**config.mk**
```make
export PLATFORM = sky130hd
export DESIGN_NAME = apb_reg_completer
export DESIGN_NICKNAME = d
export VERILOG_FILES = /design/src/rtl/apb_reg_completer.sv
export SDC_FILE = /design/constraint.sdc
export NUM_CORES = 1
export LEC_CHECK = 0
export BUFFER_PORTS_ARGS = -buffer_cell sky130_fd_sc_hd__buf_2
export CAP_MARGIN = 30
export CELL_PAD_IN_SITES_DETAIL_PLACEMENT = 0
export CELL_PAD_IN_SITES_GLOBAL_PLACEMENT = 1
export CORE_ASPECT_RATIO = 0.5
export CORE_MARGIN = 5
export CORE_UTILIZATION = 49
export DETAILED_ROUTE_END_ITERATION = 10
export PLACE_DENSITY_LB_ADDON = 0.1
export SLEW_MARGIN = 15
export SYNTH_ARGS = -nofsm -noshare
export SYNTH_HDL_FRONTEND = slang
export SYNTH_SLANG_ARGS = --single-unit
```
**constraint.sdc**
```tcl
create_clock -name PCLK -period 2.59 [get_ports PCLK]
set_clock_uncertainty 0.1 [all_clocks]
set_input_delay 0.3885 -clock PCLK [delete_from_list [all_inputs] [get_ports PCLK]]
set_output_delay 0.3885 -clock PCLK [all_outputs]
set_load 0.01 [all_outputs]
```
**src/rtl/apb_reg_completer.sv**
```systemverilog
`default_nettype none
// ============================================================================
//  Module   : apb_reg_completer
//  Purpose  : APB completer holding NUM_REGS word-indexed registers. Services
//             single read/write transfers with WAIT_CYCLES wait states, flags
//             out-of-range indices on PSLVERR and exposes a registered debug
//             read port that needs no bus traffic.
//  Ports    : PCLK      - bus clock, rising edge
//             PRESET    - asynchronous active-low reset
//             PSEL      - completer select
//             PENABLE   - access phase qualifier
//             PWRITE    - 1 = write, 0 = read
//             PRWADDR   - register (word) index
//             PRWDATA   - write data
//             PRDATA1   - read data, valid with PREADY on reads
//             PREADY    - transfer completes in the cycle it is high
//             PSLVERR   - error qualifier, valid with PREADY
//             dbg_idx   - debug register select
//             dbg_data  - registered copy of reg[dbg_idx], 1-cycle latency
//  Revision : 1.0 - initial release
// ============================================================================
module apb_reg_completer #(
    parameter int ADDR_W      = 32,
    parameter int DATA_W      = 32,
    parameter int NUM_REGS    = 4,
    parameter int WAIT_CYCLES = 1,
    parameter int IDX_W       = (NUM_REGS > 1) ? $clog2(NUM_REGS) : 1
) (
    input  logic              PCLK,
    input  logic              PRESET,
    input  logic              PSEL,
    input  logic              PENABLE,
    input  logic              PWRITE,
    input  logic [ADDR_W-1:0] PRWADDR,
    input  logic [DATA_W-1:0] PRWDATA,
    output logic [DATA_W-1:0] PRDATA1,
    output logic              PREADY,
    output logic              PSLVERR,
    input  logic [IDX_W-1:0]  dbg_idx,
    output logic [DATA_W-1:0] dbg_data
);

    localparam int                CNT_W        = 4;
    localparam logic [CNT_W-1:0]  c_WAIT_LOAD  = (WAIT_CYCLES > 0) ? CNT_W'(WAIT_CYCLES - 1) : '0;
    localparam logic              c_HAS_WAIT   = (WAIT_CYCLES > 0);
    localparam logic [ADDR_W-1:0] c_NUM_REGS_A = ADDR_W'(NUM_REGS);

    typedef enum logic [1:0] {
        S_IDLE  = 2'd0,
        S_SETUP = 2'd1,
        S_WAIT  = 2'd2,
        S_DONE  = 2'd3
    } state_t;

    state_t             r_state;
    state_t             w_state_next;
    logic [CNT_W-1:0]   r_cnt;
    logic [CNT_W-1:0]   w_cnt_next;
    logic               w_latch;
    logic               w_complete;

    // Transfer attributes captured at SETUP entry
    logic [ADDR_W-1:0]  r_addr;
    logic               r_write;
    logic [DATA_W-1:0]  r_wdata;

    logic [DATA_W-1:0]  r_regs [NUM_REGS];
    logic [DATA_W-1:0]  r_prdata;
    logic               r_pready;
    logic               r_pslverr;
    logic [DATA_W-1:0]  r_dbg;

    logic               w_in_range;
    logic [IDX_W-1:0]   w_idx;
    logic               w_dbg_ok;
    logic               w_setup_req;
    logic               w_access;

    // Full-width compare so any set upper address bit counts as out of range
    assign w_in_range  = (r_addr < c_NUM_REGS_A);
    assign w_idx       = r_addr[IDX_W-1:0];
    // Only matters when NUM_REGS is not a power of two
    assign w_dbg_ok    = (32'(dbg_idx) < 32'(NUM_REGS));
    assign w_setup_req = PSEL && !PENABLE;
    assign w_access    = PSEL && PENABLE;

    // ------------------------------------------------------------------
    // State register
    // ------------------------------------------------------------------
    always_ff @(posedge PCLK or negedge PRESET) begin
        if (!PRESET) begin
            r_state <= S_IDLE;
            r_cnt   <= '0;
        end else begin
            r_state <= w_state_next;
            r_cnt   <= w_cnt_next;
        end
    end

    // ------------------------------------------------------------------
    // Next-state logic
    // ------------------------------------------------------------------
    always_comb begin
        w_state_next = r_state;
        w_cnt_next   = r_cnt;
        w_latch      = 1'b0;
        w_complete   = 1'b0;
        case (r_state)
            S_IDLE: begin
                // PENABLE high without a preceding setup phase is ignored
                if (w_setup_req) begin
                    w_state_next = S_SETUP;
                    w_latch      = 1'b1;
                end
            end
            S_SETUP: begin
                if (w_access) begin
                    if (c_HAS_WAIT) begin
                        w_state_next = S_WAIT;
                        w_cnt_next   = c_WAIT_LOAD;
                    end else begin
                        w_state_next = S_DONE;
                    end
                end else begin
                    w_state_next = S_IDLE;
                end
            end
            S_WAIT: begin
                if (!w_access) begin
                    w_state_next = S_IDLE;
                end else if (r_cnt == '0) begin
                    w_state_next = S_DONE;
                end else begin
                    w_cnt_next = r_cnt - CNT_W'(1);
                end
            end
            S_DONE: begin
                // Response registers load on this edge, so PREADY is
                // visible in the cycle following DONE.
                w_complete = 1'b1;
                if (w_setup_req) begin
                    w_state_next = S_SETUP;
                    w_latch      = 1'b1;
                end else begin
                    w_state_next = S_IDLE;
                end
            end
            default: begin
                w_state_next = S_IDLE;
            end
        endcase
    end

    // ------------------------------------------------------------------
    // Datapath: capture, commit, response and debug registers
    // ------------------------------------------------------------------
    always_ff @(posedge PCLK or negedge PRESET) begin
        if (!PRESET) begin
            r_addr    <= '0;
            r_write   <= 1'b0;
            r_wdata   <= '0;
            r_prdata  <= '0;
            r_pready  <= 1'b0;
            r_pslverr <= 1'b0;
            r_dbg     <= '0;
            for (int i = 0; i < NUM_REGS; i++) begin
                r_regs[i] <= '0;
            end
        end else begin
            if (w_latch) begin
                r_addr  <= PRWADDR;
                r_write <= PWRITE;
                r_wdata <= PRWDATA;
            end

            r_pready  <= w_complete;
            r_pslverr <= w_complete && !w_in_range;
            r_prdata  <= (w_complete && !r_write && w_in_range) ? r_regs[w_idx] : '0;

            if (w_complete && r_write && w_in_range) begin
                r_regs[w_idx] <= r_wdata;
            end

            // Samples the pre-edge register value, so a coincident write
            // shows up here one cycle later.
            r_dbg <= w_dbg_ok ? r_regs[dbg_idx] : '0;
        end
    end

    assign PRDATA1  = r_prdata;
    assign PREADY   = r_pready;
    assign PSLVERR  = r_pslverr;
    assign dbg_data = r_dbg;

endmodule
`default_nettype wire

```
==> flow_metrics.env <==
export IMPL_max_vdd_ir_drop_mv=0.443
export IMPL_maximum_count_of_clock_buffers_along_a_single_path=3
export IMPL_worst_endpoint_required_ns=2.89
export IMPL_max_slew_margin_rel=0.608
export IMPL_clock_tree_htree_level_count=1
export IMPL_max_cap_violations=0
export IMPL_finalSetupViolCount=0
export IMPL_antennaDiodeCount=0
export IMPL_cellPowerDensity_nw_per_um2=757
export IMPL_tritoncts="yes"
export IMPL_first_iter_violations=289
export IMPL_filler_cell_count=1692
export IMPL_design_core_area_um2=22000
export IMPL_post_route_cells_drive_above_1_share=0.534
export IMPL_hold_violations=0
export IMPL_via_count=6331
export IMPL_detail_route_antenna_nets=0
export IMPL_fin_crit_sh=0.954
export IMPL_postSynthCellCount=648
export IMPL_first_global_vias=6935
export IMPL_area_growth_synth_to_final_pct=22.7
export IMPL_dieArea_um2=26000
export IMPL_row_count=38
export IMPL_r2r_cells=6
export IMPL_final_nets=938
export IMPL_yosysUniqueCellTypes=37
export IMPL_number_of_top_level_pins=137
export IMPL_clock_sink_count=265
export IMPL_clk_pin_slew_ns=0.07
export IMPL_numCtsBuffers=24
export IMPL_worstMarginPinSlew_ns=0.587
export IMPL_multi_input_area_um2=4290
export IMPL_ys_seq_elements=265
export IMPL_gr_total_overflow=0
export IMPL_die_height_um=116
export IMPL_synth_sequential_area_ratio=0.597
export IMPL_number_of_warning_messages_in_the_yosys_log=0
export IMPL_most_frequently_used_flop_master_after_synthesis="sky130_fd_sc_hd__dfrtp_1"
export IMPL_drc=0
export IMPL_hold_path_cell_count=2
export IMPL_post_dp_hpwl_um=15100
export IMPL_grt_first_pass_wirelength_um=38500
export IMPL_timing_final_max_slew_violations=0
export IMPL_grt_antenna_before_repair=0
export IMPL_gpl_final_weighted_congestion=0.788
export IMPL_layout_cells_most_common_list="sky130_fd_sc_hd__dfrtp_1 (263), sky130_fd_sc_hd__mux2_2 (186), sky130_fd_sc_hd__buf_2 (136), sky130_fd_sc_hd__mux4_2 (64), sky130_fd_sc_hd__dlygate4sd3_1 (54)"
export IMPL_achievable_frequency_ghz=0.405
export IMPL_drt_pass1_iterations=4
export IMPL_chipWidth_um=223
export IMPL_synthesis_area_per_instance_um2=17.2
export IMPL_setup_crit_path_kind="flip-flop to flip-flop"
export IMPL_synth_enable_flop_cells=0
export IMPL_synth_nets=725
export IMPL_root_buffer="sky130_fd_sc_hd__clkbuf_16"
export IMPL_clock_latency_ns=0.52
export IMPL_avgRoutedWirePerCell_um=20.2
export IMPL_total_routing_resource_utilization_after_global_routing=0.189
export IMPL_outcome="finished, final reports clean"
export IMPL_critical_path_max_fanout=11
export IMPL_crit_end_element="flip-flop"
export IMPL_wirelength_um=23700
export IMPL_cell_area_after_synthesis_um2=11100
export IMPL_final_common_cell="sky130_fd_sc_hd__dfrtp_1"
export IMPL_synth_async_sr_flop_share=1.00
export IMPL_ff_latch_area_um2=6630
export IMPL_layout_min_cycle_time_ns=2.47
export IMPL_design_power_total_uw=10300
export IMPL_via_per_inst=5.40
export IMPL_totalNegativeSetupSlack_ns=0
export IMPL_port_buffers=136
export IMPL_timing_critical_path_from_type="flip-flop"
export IMPL_static_leakage_power_uw=0.00657
export IMPL_floorplan_initialDensity=0.506
export IMPL_crit_arrival_ns=2.77
export IMPL_grt_max_degree=76
export IMPL_timing_hold_worst_class="primary input to flip-flop"
==> cell type report <==
type                       instances  area share
clock inverter                     4     0.00193
inverter                           6     0.00165
tap                              300      0.0275
clock buffer                      33      0.0496
multi-input combinational        340       0.315
sequential                       265       0.487
timing repair buffer             224       0.118
==> synth_stat cells (all sizes together) (2+ instances only) <==
cell / number / area (um2)
inv: 6 / 22.5
nand2: 3 / 11.3
dfrtp: 265 / 6630
nor2b: 32 / 200
ha: 6 / 75.1
nand2b: 3 / 18.8
mux2: 192 / 2160
mux4: 64 / 1440
a21oi: 3 / 15.0
buf: 26 / 159
or4: 3 / 26.3
o22ai: 2 / 12.5
o31ai: 2 / 15.0
nor4: 8 / 80.1
a22o: 4 / 35.0
clkbuf: 11 / 41.3
o21ai: 4 / 20.0
==> per-stage QoR <==
step                      instance area [um2]  instances  setup WS (ns)  hold slack [ns]   util
after global routing                    13600       1172        -0.0335          0.00249  0.621
after floorplan                         11100        648          0.214         -0.00709      -
final                                   13600       1172          0.118           0.0161  0.621
after CTS                               13600       1168         0.0454         0.000422  0.618
after global placement                  12300       1077          0.176            0.249  0.561
after detailed placement                12300       1077         0.0614            0.250  0.561
==> critical path, cell delays in order, from the launching register on <==
cell                      delay (ns)
sky130_fd_sc_hd__dfrtp_1        0.38
sky130_fd_sc_hd__nor4_1         0.44
sky130_fd_sc_hd__nand4_2        0.20
sky130_fd_sc_hd__buf_4          0.23
sky130_fd_sc_hd__nor4_4         0.31
sky130_fd_sc_hd__buf_4          0.32
sky130_fd_sc_hd__mux2_2         0.37
==> what timing repair did <==
action / CTS / global route
setup endpoints to repair: 0 / 60
hold endpoints to repair: 106 / 0
setup buffers: 0 / 3
hold buffers: 54 / 0
resized for setup: 0 / 6
==> cells by family after synthesis <==
kind of cell	count (synthesis)	share of synthesized area
adder cells (fa/ha/maj)	6	0.00675
buffers and inverters	43	0.0200
multiplexers	257	0.325
AND/OR/NAND/NOR	59	0.0405
AO/OA/AOI/OAI	18	0.0109
flip-flops	265	0.597
==> routing by layer <==
layer  wire length, um  up-vias  global-route usage
met5                 0        -                   0
met4               400        0              0.0359
met1             11100     3349               0.271
met2             11300      111               0.312
met3               905       30              0.0374
li1                  -     2841                   -
==> registers in the layout (all words and copies together) (netlist names) <==
signal	flops
r_regs	128
PRDATA1	32
dbg_data	32
r_addr	32
r_wdata	32
r_cnt	4
r_state	2
PREADY	1
PSLVERR	1
r_write	1
==> power by group <==
group	internal, uW	switching [uW]	leakage [uW]	total (uW)
Clock	1810	1480	0.000347	3290
Sequential	4690	605	0.00356	5290
Combinational	970	772	0.00267	1740
Total	7470	2850	0.00657	10300
==> path summary, 6_finish.rpt <==
kind	startpoint	endpoint	slack (ns)
setup / recovery	r_addr[21]	r_regs[89]	0.12
hold / removal	PRWADDR[31]	r_addr[31]	0.02
setup reg to reg	r_addr[21]	r_regs[89]	0.12
hold reg to reg	r_regs[36]	r_regs[36]	0.40
max in group asynchronous	PRESET	r_wdata[12]	1.35
min in group asynchronous	PRESET	r_addr[5]	0.29
Power figures use the tool's default switching activity.
